## config.mk

```make
export PLATFORM = sky130hd
export DESIGN_NAME = seq_scan_arbiter
export DESIGN_NICKNAME = d
export VERILOG_FILES = /design/src/rtl/seq_scan_pkg.sv /design/src/rtl/seq1010_det.sv /design/src/rtl/seq_scan_arbiter.sv
export SDC_FILE = /design/constraint.sdc
export NUM_CORES = 1
export LEC_CHECK = 0
export CORE_ASPECT_RATIO = 1.1
export CORE_MARGIN = 8
export CORE_UTILIZATION = 49
export CTS_BUF_LIST = sky130_fd_sc_hd__clkbuf_8
export DETAILED_ROUTE_END_ITERATION = 8
export PLACE_DENSITY = 0.83
export SETUP_SLACK_MARGIN = 0.15
export SYNTH_ARGS = -nofsm -noshare
export SYNTH_HDL_FRONTEND = slang
export SYNTH_SLANG_ARGS = --single-unit
```

## constraint.sdc

```tcl
create_clock -name clk -period 1.5 [get_ports clk]
set_input_delay 0.3 -clock clk [delete_from_list [all_inputs] [get_ports clk]]
set_output_delay 0.3 -clock clk [all_outputs]
set_load 0.005 [all_outputs]
```

## src/rtl/seq_scan_pkg.sv

```systemverilog
// Shared types and constants for the seq_scan_arbiter slice.
//   ctrl_state_t : controller FSM states
//   det_state_t  : 1010 detector states (S0..S4, S4 = hit)
//   PATTERN      : serial pattern searched for, MSB first
package seq_scan_pkg;

  typedef enum logic [1:0] {
    IDLE,
    SHIFT,
    DRAIN,
    RESP
  } ctrl_state_t;

  typedef enum logic [2:0] {
    S0,
    S1,
    S2,
    S3,
    S4
  } det_state_t;

  localparam logic [3:0] PATTERN = 4'b1010;

endpackage

```

## src/rtl/seq1010_det.sv

```systemverilog
// Overlapping Moore detector for the serial pattern PATTERN (1010).
//   clk    : rising-edge clock
//   reset  : synchronous, active-high
//   clr    : synchronous clear to S0 (start of a new word)
//   bit_in : serial input bit, sampled every clock
//   hit    : high while the detector sits in S4 (one cycle after the final 0)
module seq1010_det
  import seq_scan_pkg::*;
(
  input  logic clk,
  input  logic reset,
  input  logic clr,
  input  logic bit_in,
  output logic hit
);

  det_state_t state;
  det_state_t state_nxt;

  // Next-state table; S3/S4 fall back to partial-match states so overlaps count.
  always_comb begin
    state_nxt = state;
    case (state)
      S0:      state_nxt = (bit_in == PATTERN[3]) ? S1 : S0;
      S1:      state_nxt = (bit_in == PATTERN[2]) ? S2 : S1;
      S2:      state_nxt = (bit_in == PATTERN[1]) ? S3 : S0;
      S3:      state_nxt = (bit_in == PATTERN[0]) ? S4 : S1;
      S4:      state_nxt = (bit_in == PATTERN[1]) ? S3 : S0;
      default: state_nxt = S0;
    endcase
  end

  // hit is registered alongside the state so it is a clean decode of S4.
  always_ff @(posedge clk) begin
    if (reset || clr) begin
      state <= S0;
      hit   <= 1'b0;
    end else begin
      state <= state_nxt;
      hit   <= (state_nxt == S4);
    end
  end

endmodule

```

## src/rtl/seq_scan_arbiter.sv

```systemverilog
// Round-robin arbiter sharing one serial 1010 detector between N_REQ requesters.
// A granted word is shifted MSB-first through the detector; the number of
// overlapping hits is returned together with the requester id.
//   clk, reset : clock, synchronous active-high reset
//   req_valid  : per-requester word valid
//   req_data   : word i in bits [i*WIDTH +: WIDTH]
//   req_ready  : one-hot accept, combinational, only in IDLE
//   rsp_valid  : result available (held until rsp_ready)
//   rsp_ready  : result consumed
//   rsp_id     : requester whose word was scanned
//   rsp_count  : number of 1010 hits in that word (saturating)
//   busy       : high in any state except IDLE
module seq_scan_arbiter
  import seq_scan_pkg::*;
#(
  parameter int unsigned N_REQ = 2,
  parameter int unsigned WIDTH = 8,
  parameter int unsigned ID_W  = (N_REQ > 2) ? $clog2(N_REQ) : 1,
  parameter int unsigned CNT_W = 4
) (
  input  logic                     clk,
  input  logic                     reset,
  input  logic [N_REQ-1:0]         req_valid,
  input  logic [N_REQ*WIDTH-1:0]   req_data,
  output logic [N_REQ-1:0]         req_ready,
  output logic                     rsp_valid,
  input  logic                     rsp_ready,
  output logic [ID_W-1:0]          rsp_id,
  output logic [CNT_W-1:0]         rsp_count,
  output logic                     busy
);

  localparam int unsigned BCNT_W = $clog2(WIDTH + 1);

  ctrl_state_t       state;
  logic [WIDTH-1:0]  shift_reg;
  logic [BCNT_W-1:0] bit_cnt;
  logic [ID_W-1:0]   ptr;
  logic [ID_W-1:0]   gnt_id;
  logic [CNT_W-1:0]  cnt;

  logic [ID_W-1:0]   idx;
  logic [ID_W-1:0]   grant_idx;
  logic              grant_any;
  logic              accept;
  logic [WIDTH-1:0]  sel_data;
  logic [CNT_W-1:0]  cnt_nxt;
  logic              det_hit;

  // Circular search starting one past the last granted index.
  always_comb begin
    idx       = ptr;
    grant_any = 1'b0;
    grant_idx = '0;
    for (int unsigned k = 0; k < N_REQ; k++) begin
      idx = (idx == ID_W'(N_REQ - 1)) ? '0 : idx + ID_W'(1);
      if (!grant_any && req_valid[idx]) begin
        grant_any = 1'b1;
        grant_idx = idx;
      end
    end
  end

  // Accept only in IDLE; reset dominates so no grant leaks during reset.
  always_comb begin
    req_ready = '0;
    accept    = 1'b0;
    if (!reset && (state == IDLE) && grant_any) begin
      req_ready[grant_idx] = 1'b1;
      accept               = 1'b1;
    end
  end

  // Mux of the granted word.
  always_comb begin
    sel_data = '0;
    for (int unsigned i = 0; i < N_REQ; i++) begin
      if (grant_idx == ID_W'(i)) sel_data = req_data[i*WIDTH +: WIDTH];
    end
  end

  // Saturating hit counter; hits seen in DRAIN belong to the last shifted bit.
  always_comb begin
    cnt_nxt = cnt;
    if (det_hit && ((state == SHIFT) || (state == DRAIN)) && (cnt != '1)) begin
      cnt_nxt = cnt + CNT_W'(1);
    end
  end

  seq1010_det u_det (
    .clk    (clk),
    .reset  (reset),
    .clr    (accept),
    .bit_in (shift_reg[WIDTH-1]),
    .hit    (det_hit)
  );

  // Controller: IDLE -> SHIFT -> DRAIN -> RESP -> IDLE.
  always_ff @(posedge clk) begin
    if (reset) begin
      state     <= IDLE;
      ptr       <= ID_W'(N_REQ - 1);
      shift_reg <= '0;
      bit_cnt   <= '0;
      gnt_id    <= '0;
      cnt       <= '0;
      rsp_valid <= 1'b0;
      rsp_id    <= '0;
      rsp_count <= '0;
      busy      <= 1'b0;
    end else begin
      case (state)
        IDLE: begin
          if (accept) begin
            shift_reg <= sel_data;
            gnt_id    <= grant_idx;
            bit_cnt   <= BCNT_W'(WIDTH);
            cnt       <= '0;
            busy      <= 1'b1;
            state     <= SHIFT;
          end
        end
        SHIFT: begin
          shift_reg <= shift_reg << 1;
          bit_cnt   <= bit_cnt - BCNT_W'(1);
          cnt       <= cnt_nxt;
          if (bit_cnt == BCNT_W'(1)) state <= DRAIN;
        end
        DRAIN: begin
          cnt       <= cnt_nxt;
          rsp_count <= cnt_nxt;
          rsp_id    <= gnt_id;
          rsp_valid <= 1'b1;
          state     <= RESP;
        end
        RESP: begin
          if (rsp_ready) begin
            rsp_valid <= 1'b0;
            ptr       <= gnt_id;
            busy      <= 1'b0;
            state     <= IDLE;
          end
        end
        default: state <= IDLE;
      endcase
    end
  end

endmodule

```

# ---- Yosys cells after proc, flatten, opt, wreduce, memory -nomap -nowiden
# Index checks and enable logic that the tools add are counted.
dict set report classes {
  n_lt_le_gt_ge 4
  n_mux 35
  n_reduce_logical 25
  eq_ne 13
  addsub 4
}
# operator count
set ops {}
lappend ops {{$mux W8} 2}
lappend ops {{$pmux W4 S2} 2}
lappend ops {{$pmux W8 S2} 1}
lappend ops {{$mux W1} 15}
lappend ops {{$mux W2} 6}
lappend ops {{$mux W4} 3}
lappend ops {{$pmux W3 S4} 1}
lappend ops {{$reduce_and A2 Y1} 5}
lappend ops {{$pmux W2 S4} 1}
lappend ops {{$reduce_bool A2 Y1} 4}
lappend ops {{$eq A3 B2 Y1 const B} 2}
lappend ops {{$eq A3 B3 Y1 const B} 2}
lappend ops {{$logic_and A1 B1 Y1} 6}
lappend ops {{$lt A1 B2 Y1 const B} 3}
lappend ops {{$reduce_and A3 Y1} 2}
lappend ops {{$add A4 B1 Y4 const B} 1}
lappend ops {{$eq A2 B2 Y1 const B} 2}
lappend ops {{$eq A4 B1 Y1 const B} 1}
lappend ops {{$ne A2 B1 Y1 const B} 2}
lappend ops {{$ne A4 B4 Y1 const B} 1}
lappend ops {{$pmux W1 S2} 2}
lappend ops {{$reduce_or A2 Y1} 2}
lappend ops {{$sub A4 B1 Y4 const B} 1}
lappend ops {{$eq A3 B1 Y1 const B} 1}
lappend ops {{other kinds (10)} 13}
dict set report totals {
  ff_bits 31
  out_inout_bits 9
  input_bits 21
}

# ---- Longest topological paths before layout
# Gate-level depths: netlist (run 1).
dict set report logic_depth {
  word_depth 13
  ltp_mapped 8
}

# ---- By module
# A second synthesis (run 1) with hierarchy kept.
dict set report hier_totals {
  hier_cells 193
  area_unflattened_um2 1744.2
}
# module n_inst cells_per_inst area_each_um2 seq_area_each_um2
set by_module_without_submodules {}
lappend by_module_without_submodules {seq_scan_arbiter 1 179 1591.5 540.5}
lappend by_module_without_submodules {seq1010_det 1 14 152.6 80.1}

# ---- Worst setup path after synthesis (run 1)
# OpenSTA, ideal clock, no wires.
dict set report synth_path {
  kind {flip-flop to flip-flop}
  startpoint {register state[0]}
  endpoint {register cnt[3]}
  path_slack_ns -0.126
  arrival_time_ns 1.509
  period_less_slack_ns 1.626
  setup_ns 0.117
  required_ns 1.383
  path_stages_with_launch 7
  cell_sequence {dfxtp_1 inv_1 ha_1 nand2_1 a211oi_2 o22ai_1 a22o_1}
}
dict set report synth_via {
  elab_chain_cells 6
  elab_cells_between_ends 15
  cone_classes {eq/ne (3); mux (3); reduce/logical (9)}
}
# element line_no
set synth_lines {}
lappend synth_lines {{start: declaration} seq_scan_arbiter.sv:35} ;# ctrl_state_t state;
lappend synth_lines {{start signal: assignment} seq_scan_arbiter.sv:101} ;# state <= IDLE;
lappend synth_lines {{start signal: assignment} seq_scan_arbiter.sv:120} ;# state <= SHIFT;
lappend synth_lines {{start signal: assignment} seq_scan_arbiter.sv:127} ;# if (bit_cnt == BCNT_W'(1)) state <= DRAIN;
lappend synth_lines {{$eq A2 B1 Y1, or another cell as far along} {seq_scan_arbiter.sv:85, seq_scan_arbiter.sv:112}}
lappend synth_lines {{$logic_or A1 B1 Y1 / $logic_and A1 B1 Y1 (equally long branches)} {seq_scan_arbiter.sv:85, seq_scan_arbiter.sv:68}}
lappend synth_lines {{$logic_and A1 B1 Y1 (on tied branches)} {seq_scan_arbiter.sv:85, seq_scan_arbiter.sv:68}}
lappend synth_lines {{$logic_and A1 B1 Y1 / $mux W1 (equally long branches)} {seq_scan_arbiter.sv:85, seq_scan_arbiter.sv:68}}
lappend synth_lines {{$mux W4 / $ne A2 B1 Y1 (equally long branches)} -}
lappend synth_lines {{$pmux W4 S2 / $reduce_and A2 Y1 (equally long branches)} -}
lappend synth_lines {{end signal: assignment} seq_scan_arbiter.sv:126} ;# cnt <= cnt_nxt;
lappend synth_lines {{end signal: assignment} seq_scan_arbiter.sv:130} ;# cnt <= cnt_nxt;
lappend synth_lines {{end: declaration} seq_scan_arbiter.sv:40} ;# logic [CNT_W-1:0] cnt;
# Parallel ways exist; a longest one is shown, timed or not.
# A chain may end at the register's enable or synchronous reset.

# ---- Worst setup path after layout (run 1)
dict set report layout_path {
  startpoint {register state[1]}
  endpoint {register state[1]}
}
dict set report layout_via {
  elab_chain_cells 6
  elab_cells_between_ends 12
  cone_classes {eq/ne (6); mux (2); reduce/logical (4)}
}
# element line_no
set layout_lines {}
lappend layout_lines {{$logic_not A2 Y1} {seq_scan_arbiter.sv:68, seq_scan_arbiter.sv:112}}
lappend layout_lines {{$logic_and A1 B1 Y1 (2 in series)} seq_scan_arbiter.sv:68} ;# if (!reset && (state == IDLE) && grant_any) begin
lappend layout_lines {{$mux W1} seq_scan_arbiter.sv:68}
lappend layout_lines {{$ne A2 B1 Y1 (no source line)} -}
lappend layout_lines {{$reduce_and A3 Y1 (no source line)} -}
# Parallel ways exist; a longest one is shown, timed or not.

==> results of run 1 <==
[repair_timing]
item                                    CTS  global route
endpoints found under the setup margin   35            28
pin swaps                                 5            13
resized for setup                        26            27
buffers inserted                          2             2
gates cloned                              2             1
[power breakdown]
part | total, uW | switching, uW | internal, uW
clock network | 764 | 347 | 417
registers | 1190 | 154 | 1040
logic | 2420 | 1220 | 1200
total | 4380 | 1720 | 2650
[metal layers]
layer	global-route usage [%]	part of all wire (%)	vias up
li1	-	-	816
met1	17.70	41	804
met2	26.37	50	47
met3	5.398	5.6	14
met4	7.157	3.0	0
met5	0	0	-
[logic make-up after synthesis]
logic type	count (synthesis)	share of synthesized area (%)
multiplexers	5	3.039
AO/OA/AOI/OAI	57	25.50
flip-flops	31	36.77
buffers and inverters	18	5.115
XOR/XNOR	3	1.557
adder cells (fa/ha/maj)	8	5.931
AND/OR/NAND/NOR	69	22.09
[through the flow]
| stage | power (uW) | area (um^2) | setup TNS, ns |
|---|---|---|---|
| final | 4376 | 2490 | -1.177 |
| after global routing | 4618 | 2490 | -2.243 |
| after floorplan | 2346 | 1710 | 0 |
| after detailed placement | 2968 | 2192 | -8.280 |
| after global placement | 2924 | 2192 | -7.819 |
| after CTS | 3808 | 2326 | -0.8356 |
[how the worst max path moves through the flow]
stage / endpoint / depth (start not counted) / slack [ns]
2_1_floorplan: shift_reg[2] / 8 / 0.007
3_3_place_gp: req_ready[1] / 5 / -0.49
3_5_place_dp: req_ready[1] / 5 / -0.51
4_1_cts: cnt[0] / 7 / -0.09
5_1_grt: state[1] / 6 / -0.26
6_report: state[1] / 6 / -0.19
[final cells by class]
type                       instances  area [um^2]
multi-input combinational        144         1159
sequential                        31        625.6
inverter                           8        30.03
timing repair buffer              59        511.7
fill                             226        840.8
clock buffer                       7        96.34
clock inverter                     1        7.507
tap                               48        60.06
[worst reg2reg max path, delay by kind of cell, from the launching register on]
family,cells,cell delay (ns)
compound gates,1,0.21
fa+ha+maj,1,0.16
buf+inv,2,0.23
flops,1,0.32
mux,1,0.27
simple gates,1,0.41
[synthesized netlist by cell type, drive strengths merged, types with 4 or more instances]
cell,count,area [um^2]
dfxtp,31,620.6
nor2,18,67.56
a21oi,15,82.58
nand2,12,50.05
a21o,8,60.06
ha,8,100.1
nand3b,8,60.06
clkbuf,7,26.28
inv,7,26.28
o41ai,7,61.31
nor2b,6,37.54
o21ai,6,41.29
a211oi,4,35.03
and3,4,25.02
mux2i,4,40.04
nand2b,4,25.02
nand3,4,20.02
nor3b,4,30.03
==> run_results.csv, run 1 <==
group,metric,value,unit
floorplanning,die_x,71.96,um
synthesis,netlist_area,1688,um^2
sta,hold_viol,0,
grt,grt_max_degree,38,
critical_path,worstPathArrival,1.90,ns
sta,clock.fmax,593.1,MHz
clocking,cts_sinks,31,
sta,min_period,1.686,ns
cells_and_area,final_util,74.76,%
sta,fin_ws,-0.1859,ns
cells_and_area,fin_cells,298,
cells_and_area,antenna_cells,0,
clocking,cts_inserted_buffers,5,
grt,overflow,0,
grt,globalRouteTotalUtil,15.83,%
detailed_routing,drc,0,
cells_and_area,drive_above_1_share,32.00,%
power,worst_ir_drop_vdd,952.2,uV
detailed_routing,drt_iter0_drc,156,
min_path,min_to,"shift_reg[0]",
sta,skew,0.01071,ns
synthesis,synth_seq_cells,31,
critical_path,crit_type,"register to register",
status,violations,"negative setup slack",
critical_path,setup.worst_path.start,"state[1]",
cells_and_area,syn_to_final_growth,47.52,%
detailed_routing,drtPass1Iterations,4,
clocking,clk_latency,0.30,ns
sta,relSlewSlack,68.53,%
cells_and_area,largest_register_ffs,8,
status,status,"finished, violations left",
critical_path,reg2reg_from,"state[1]",
synthesis,synth_cells,191,
clocking,tritoncts,"built",
clocking,cts_buffer_depth,2,
placed_design,place_inst,283,
placed_design,gp_congestion,0.8350,
placed_design,place.port_buffers,29,
clocking,clk_pin_slew,0.08,ns
critical_path,end_kind,"register",
floorplanning,coreArea,3331,um^2
critical_path,cp_max_fo,5,
critical_path,critical-path-slowest-cell,"or3b_4",
min_path,hp-start,"shift_reg[0]",
critical_path,r2r_cells,6,
clocking,cts_root_buf,"clkbuf_8",
power,cellPowerDensity,1757,nW/um^2
critical_path,critical_path.top_delay_family,"simple AND/OR/NAND/NOR gates",
placed_design,place_ws,-0.5126,ns
detailed_routing,wl_per_cell,17.15,um
cells_and_area,nNetsFinal,278,
floorplanning,die_h,77.56,um
clocking,holdBufCountCts,0,
synthesis,ys_async_sr_fraction,0,%
min_path,hold_path.class,"register to register",
floorplanning,initial_core_util,50.68,%
synthesis,syn_nets,220,
synthesis,yosys_warnings,0,
cells_and_area,final_common_cell,"dfxtp_1",
critical_path,cp_cell_sequence,"inv_2, ha_4, or3b_4, buf_6, o211ai_1, mux2i_1",
placed_design,post-dp-hpwl,2.832,mm
sta,tightest_slew,0.4684,ns
detailed_routing,ant_nets,0,
sta,setup_violations,18,
synthesis,ys.flop_type,"dfxtp_1",
critical_path,reg2reg_to,"state[1]",
critical_path,r2r_slack,-0.19,ns
synthesis,synth-edff-count,0,
min_path,min_path_cells,2,
flow_run,cap_violations,0,
floorplanning,row_count,22,
detailed_routing,postRouteWirelength,5.112,mm
critical_path,crit_path_start_kind,"register",
sta,rsz0062_at_grt,"true",
detailed_routing,viasPerCell,5.641,
critical_path,path_buf_inv,2,
detailed_routing,num_vias,1681,
sta,drv_slew,0,
critical_path,worst_path_largest_cell_delay,0.41,ns
floorplanning,design.portCount,30,
clocking,ctsHtreeMaxLevel,2,
sta,period_share,112.4,%
sta,hold-worst-slack,0.4732,ns
power,p_leak,0.001067,uW
cells_and_area,layout_common_cells,"dfxtp_1, buf_4, nor2_1",
grt,antenna_found_initial,0,
synthesis,yosysSeqAreaShare,36.77,%
synthesis,synthDistinctLibCells,45,
grt,first_global_vias,1573,
floorplanning,die_area,5581,um^2
grt,grt_pass1_wl,7.086,mm
critical_path,required,1.71,ns
synthesis,avgSynthCellArea,8.837,um^2
(Power assumes the default switching activity.)
==> run 2: changes to the inputs <==
SKIP_CTS_REPAIR_TIMING = 1   (was unset)
TNS_END_PERCENT = 30   (was unset)
==> run 2 against run 1 <==
Compared with the run above: the flow still finishes with violations (negative setup slack); register-to-register slack improved by 0.15 ns; via count shrank 3.2%; sequential power barely moved; highest routed layer unchanged.
==> run_results.csv, run 2 (synthesis gave the netlist of run 1 again) <==
group,metric,value,unit
clocking,clk_latency,0.28,ns
placed_design,place.port_buffers,29,
floorplanning,die_area,5581,um^2
power,p_total,4030,uW
critical_path,critical_path.top_delay_family,"simple AND/OR/NAND/NOR gates",
min_path,hp-start,"req_valid[0]",
cells_and_area,nNetsFinal,276,
floorplanning,die_h,77.56,um
clocking,ctsHtreeMaxLevel,2,
sta,drv_slew,0,
grt,antenna_found_initial,0,
cells_and_area,antenna_cells,0,
clocking,cts_inserted_buffers,5,
cells_and_area,final_util,72.92,%
grt,first_global_vias,1506,
detailed_routing,viasPerCell,5.497,
critical_path,critical-path-slowest-cell,"or3b_4",
sta,setup_violations,3,
flow_run,cap_violations,0,
floorplanning,die_x,71.96,um
critical_path,setup.worst_path.start,"state[0]",
sta,skew,0.004422,ns
detailed_routing,wl_per_cell,15.02,um
placed_design,place_ws,-0.4621,ns
power,worst_ir_drop_vdd,1121,uV
sta,tightest_slew,0.4118,ns
floorplanning,row_count,22,
placed_design,post-dp-hpwl,2.831,mm
grt,overflow,0,
detailed_routing,num_vias,1627,
detailed_routing,postRouteWirelength,4.445,mm
cells_and_area,syn_to_final_growth,43.88,%
power,cellPowerDensity,1660,nW/um^2
sta,min_period,1.531,ns
detailed_routing,drc,0,
critical_path,required,1.68,ns
grt,grt_max_degree,40,
clocking,cts_root_buf,"clkbuf_8",
detailed_routing,drtPass1Iterations,4,
cells_and_area,drive_above_1_share,26.21,%
grt,grt_pass1_wl,6.755,mm
clocking,cts_buffer_depth,2,
cells_and_area,final_common_cell,"dfxtp_1",
sta,relSlewSlack,72.51,%
sta,clock.fmax,653.1,MHz
sta,fin_ws,-0.03108,ns
grt,globalRouteTotalUtil,14.40,%
critical_path,path_buf_inv,1,
clocking,clk_pin_slew,0.07,ns
cells_and_area,layout_common_cells,"dfxtp_1, buf_4, clkdlybuf4s50_1",
clocking,tritoncts,"built",
power,p_leak,0.001048,uW
critical_path,reg2reg_from,"state[0]",
sta,rsz0062_at_grt,"true",
cells_and_area,largest_register_ffs,8,
critical_path,cp_max_fo,6,
critical_path,end_kind,"register",
min_path,hold_path.class,"input port to register",
floorplanning,coreArea,3331,um^2
sta,hold_viol,0,
critical_path,worstPathArrival,1.71,ns
placed_design,gp_congestion,0.8254,
status,violations,"negative setup slack",
floorplanning,initial_core_util,50.68,%
critical_path,crit_path_start_kind,"register",
detailed_routing,drt_iter0_drc,107,
floorplanning,design.portCount,30,
critical_path,cp_cell_sequence,"inv_2, ha_4, or3b_4, nand2_1, nor2_1, a22o_1",
status,status,"finished, violations left",
sta,period_share,102.1,%
detailed_routing,ant_nets,0,
sta,final.setup.tns,-0.05723,ns
clocking,cts_sinks,31,
critical_path,crit_type,"register to register",
critical_path,worst_path_largest_cell_delay,0.46,ns
## run 2: cell types whose count changed in the layout (fill, tap and decap cells not counted), moves of 3 or more
cell,before,now
dlymetal6s2s_1,0,4
clkdlybuf4s50_1,17,24
buf_6,5,2
dlygate4sd2_1,10,0
o21ai_0,2,5
## run 2: layout make-up
class | instances | area [um^2]
Clock buffer | 7 | 96.34
Clock inverter | 1 | 3.754
Fill cell | 239 | 902.1
Inverter | 8 | 30.03
Multi-Input combinational cell | 145 | 1110
Sequential cell | 31 | 623.1
Tap cell | 48 | 60.06
Timing Repair Buffer | 56 | 505.5
## run 2: worst paths after layout
kind / endpoint / slack (ns) / cells past startpoint
hold reg to reg: busy / 0.48 / 2
setup reg to reg: cnt[0] / -0.03 / 6
setup / recovery: cnt[0] / -0.03 / 6
hold / removal: gnt_id / 0.46 / 4
## run 2: power by group
group | leakage [uW] | internal [uW] | switching, uW
Combinational | 0.000738 | 1100 | 1030
Clock | 0.0000557 | 412 | 307
Sequential | 0.000254 | 1030 | 145
## run 2: tightest hold or removal path, cell delays in order
cell            delay (ns)
dlymetal6s2s_1        0.18
nand2_1               0.08
a22oi_1               0.06
nor2_1                0.08
## run 2: metrics by stage
step / cells / hold WS (ns) / cell area [um^2]
after global placement: 277 / 0.4576 / 2142
after floorplan: 191 / 0.4441 / 1705
after CTS: 285 / 0.4820 / 2242
final: 296 / 0.4588 / 2429
after detailed placement: 277 / 0.4585 / 2142
after global routing: 296 / 0.5022 / 2429
## run 2: layer usage
metal / wire length [um] / up-vias / share of wire (%) / track usage [%]
met4: 47 / 0 / 1.1 / 4.499
met2: 2257 / 37 / 51 / 25.09
met5: 0 / - / 0 / 0
met3: 193 / 7 / 4.3 / 3.856
met1: 1946 / 779 / 44 / 16.55
li1: - / 804 / - / -
==> run 3: changes to the inputs <==
SLEW_MARGIN = 5   (was unset)
SYNTH_HIERARCHICAL = 1   (was unset)
==> run 3 against run 2 <==
Compared with the run above: the flow still finishes with violations (negative setup slack); clock skew rose by 0.0041 ns; flip-flop and latch count unchanged; die area rose by 2.6%; sequential power barely moved; fmax decreased by 4.4%; largest cell class unchanged; largest power group unchanged.
==> run_results.csv, run 3 <==
group,metric,value,unit
synthesis,synth-xor-area-share,0.5022,%
clocking,cts_sinks,31,
status,status,"finished, violations left",
critical_path,worst_path_largest_cell_delay,0.32,ns
synthesis,ys_async_sr_fraction,0,%
min_path,hold_path.class,"register to register",
grt,globalRouteTotalUtil,15.86,%
grt,overflow,0,
power,pwr-share-comb,50.7,%
flow_run,cap_violations,0,
power,worst_ir_drop_vdd,869.1,uV
floorplanning,coreArea,3386,um^2
synthesis,avgSynthCellArea,9.037,um^2
critical_path,worstPathArrival,1.30,ns
floorplanning,initial_core_util,51.52,%
critical_path,setup.worst_path.start,"state[0]",
critical_path,critical-path-slowest-cell,"dfxtp_2",
critical_path,crit_type,"register to output port",
synthesis,ys.flop_type,"dfxtp_1",
sta,skew,0.008489,ns
power,p_switching,1345,uW
critical_path,critical_path.top_delay_family,"buffers and inverters",
clocking,cts_root_buf,"clkbuf_8",
sta,rsz0062_at_grt,"true",
sta,hold_viol,0,
power,power.share.clock,16.9,%
power,p_leak,0.001123,uW
sta,setup_violations,15,
clocking,tritoncts,"built",
critical_path,reg2reg_from,"state[0]",
power,p_total,3655,uW
status,violations,"negative setup slack",
sta,clock.fmax,624.3,MHz
power,p_int,2310,uW
synthesis,synth_seq_cells,31,
synthesis,yosysMostFrequentCell,"dfxtp_1",
synthesis,synth_top_family_by_area,"compound AO/OA/AOI/OAI gates",
cells_and_area,final_common_cell,"dfxtp_1",
grt,antenna_found_initial,0,
power,cellPowerDensity,1453,nW/um^2
sta,hold-worst-slack,0.4660,ns
sta,drv_slew,0,
synthesis,yosysSeqAreaShare,35.58,%
synthesis,synth_cells,193,
floorplanning,row_count,22,
clocking,clk_pin_slew,0.06,ns
sta,tightest_slew,0.3895,ns
power,sw_frac_of_total,36.79,%
detailed_routing,drt_iter0_drc,123,
power,power.share.sequential,32.4,%
floorplanning,die_x,72.89,um
cells_and_area,final_util,74.28,%
cells_and_area,nNetsFinal,276,
grt,grt-busiest-layer,"met2",
sta,final.setup.tns,-0.5390,ns
synthesis,synthTopCellsByCount,"dfxtp_1, inv_1, nor2_1",
grt,grt_use_met1,17.56,%
floorplanning,die_h,78.58,um
sta,period_share,106.8,%
cells_and_area,layout_common_cells,"dfxtp_1, buf_4, clkdlybuf4s50_1",
synthesis,synth_simple_gate_area_share,21.02,%
synthesis,synthAdderAreaFrac,5.739,%
detailed_routing,ant_nets,0,
sta,fin_ws,-0.1018,ns
critical_path,required,1.20,ns
synthesis,synth-edff-count,0,
cells_and_area,largest_register_ffs,8,
placed_design,place.port_buffers,29,
grt,grt_pass1_wl,7.369,mm
synthesis,syn_nets,222,
clocking,ctsHtreeMaxLevel,2,
detailed_routing,postRouteWirelength,4.705,mm
synthesis,synthDistinctLibCells,52,
detailed_routing,drtPass1Iterations,5,
detailed_routing,drc,0,
min_path,hp-start,"rsp_count[2]",
critical_path,cp_max_fo,4,
placed_design,gp_congestion,0.8062,
cells_and_area,syn_to_final_growth,44.19,%
detailed_routing,wl_per_cell,15.90,um
synthesis,synthTopCellsByArea,"dfxtp_1, ha_1, a2111o_1",
synthesis,synth_mux_area_share,3.587,%
synthesis,netlist_area,1744,um^2
synthesis,synth_area_leader_cell,"dfxtp_1",
grt,grt_max_degree,33,
clocking,clk_latency,0.29,ns
critical_path,crit_path_start_kind,"register",
sta,min_period,1.602,ns
synthesis,synth_top_area_share,35.58,%
critical_path,end_kind,"output port",
placed_design,post-dp-hpwl,3.100,mm
grt,grt_use_met2,27.33,%
floorplanning,design.portCount,30,
detailed_routing,viasPerCell,5.716,
floorplanning,die_area,5727,um^2
cells_and_area,antenna_cells,0,
grt,first_global_vias,1659,
clocking,cts_buffer_depth,2,
critical_path,cp_cell_sequence,"inv_2, ha_4, nand2_1, buf_4, nor2_1, dlymetal6s2s_1",
clocking,cts_inserted_buffers,5,
synthesis,synth_compound_area_share,26.69,%
synthesis,yosys_warnings,6,
sta,relSlewSlack,74.04,%
grt,grtUsageMet3,4.320,%
detailed_routing,num_vias,1692,
critical_path,path_buf_inv,3,
cells_and_area,drive_above_1_share,29.03,%
## run 3: cell types whose count changed after synthesis, moves of 6 or more
cell      before  now
a21o_1         8    0
nand3b_1       8    0
a221oi_1       1    7
a21oi_1       13    7
and2_1         0    7
a2111o_1       0    7
o32ai_1        0    9
nor2_1        18   11
o41ai_1        7    0
inv_1          7   15
## run 3: worst reg2reg max path, cell delays in order (launching register included)
cell,delay (ns)
dfxtp_2,0.33
inv_2,0.05
ha_4,0.29
nand2_4,0.08
or3b_1,0.41
a311oi_1,0.31
## run 3: routing by layer
metal	vias up	wire (um)
met4	0	55
li1	837	-
met2	43	2531
met1	807	1902
met5	-	0
met3	5	215
## run 3: final cells by class
cell class                 count  area [um^2]
fill                         245        870.8
clock inverter                 3        12.51
tap                           48        60.06
timing repair buffer          59        554.3
inverter                      15        56.30
clock buffer                   5        68.82
multi-input combinational    135         1137
sequential                    31        625.6
## run 3: worst paths after layout
path,slack (ns),cells past startpoint,to
min reg2reg,0.47,2,rsp_count[2]
min,0.47,2,rsp_count[2]
max reg2reg,-0.08,5,rsp_count[1]
max,-0.10,6,req_ready[1]
## run 3: kinds of logic after synthesis
family	Yosys count
flip-flops	31
AO/OA/AOI/OAI	58
AND/OR/NAND/NOR	62
multiplexers	6
buffers and inverters	27
XOR/XNOR	1
adder cells (fa/ha/maj)	8
## run 3: power groups by stage
stage | registers, uW | clock network, uW | logic (uW)
finish | 1180 | 618 | 1850
global route | 1210 | 669 | 2020
CTS | 1180 | 632 | 1630
detailed placement | 1190 | 0 | 1620
global placement | 1180 | 0 | 1580
floorplan | 1180 | 0 | 1060
## run 3: stage by stage
stage	worst slack [ns]	std cells	cell area [um^2]
floorplan	-0.02827	193	1793
CTS	-0.4693	295	2355
global route	-0.1526	296	2515
global placement	-0.4387	287	2273
finish	-0.1018	296	2515
detailed placement	-0.4474	287	2273
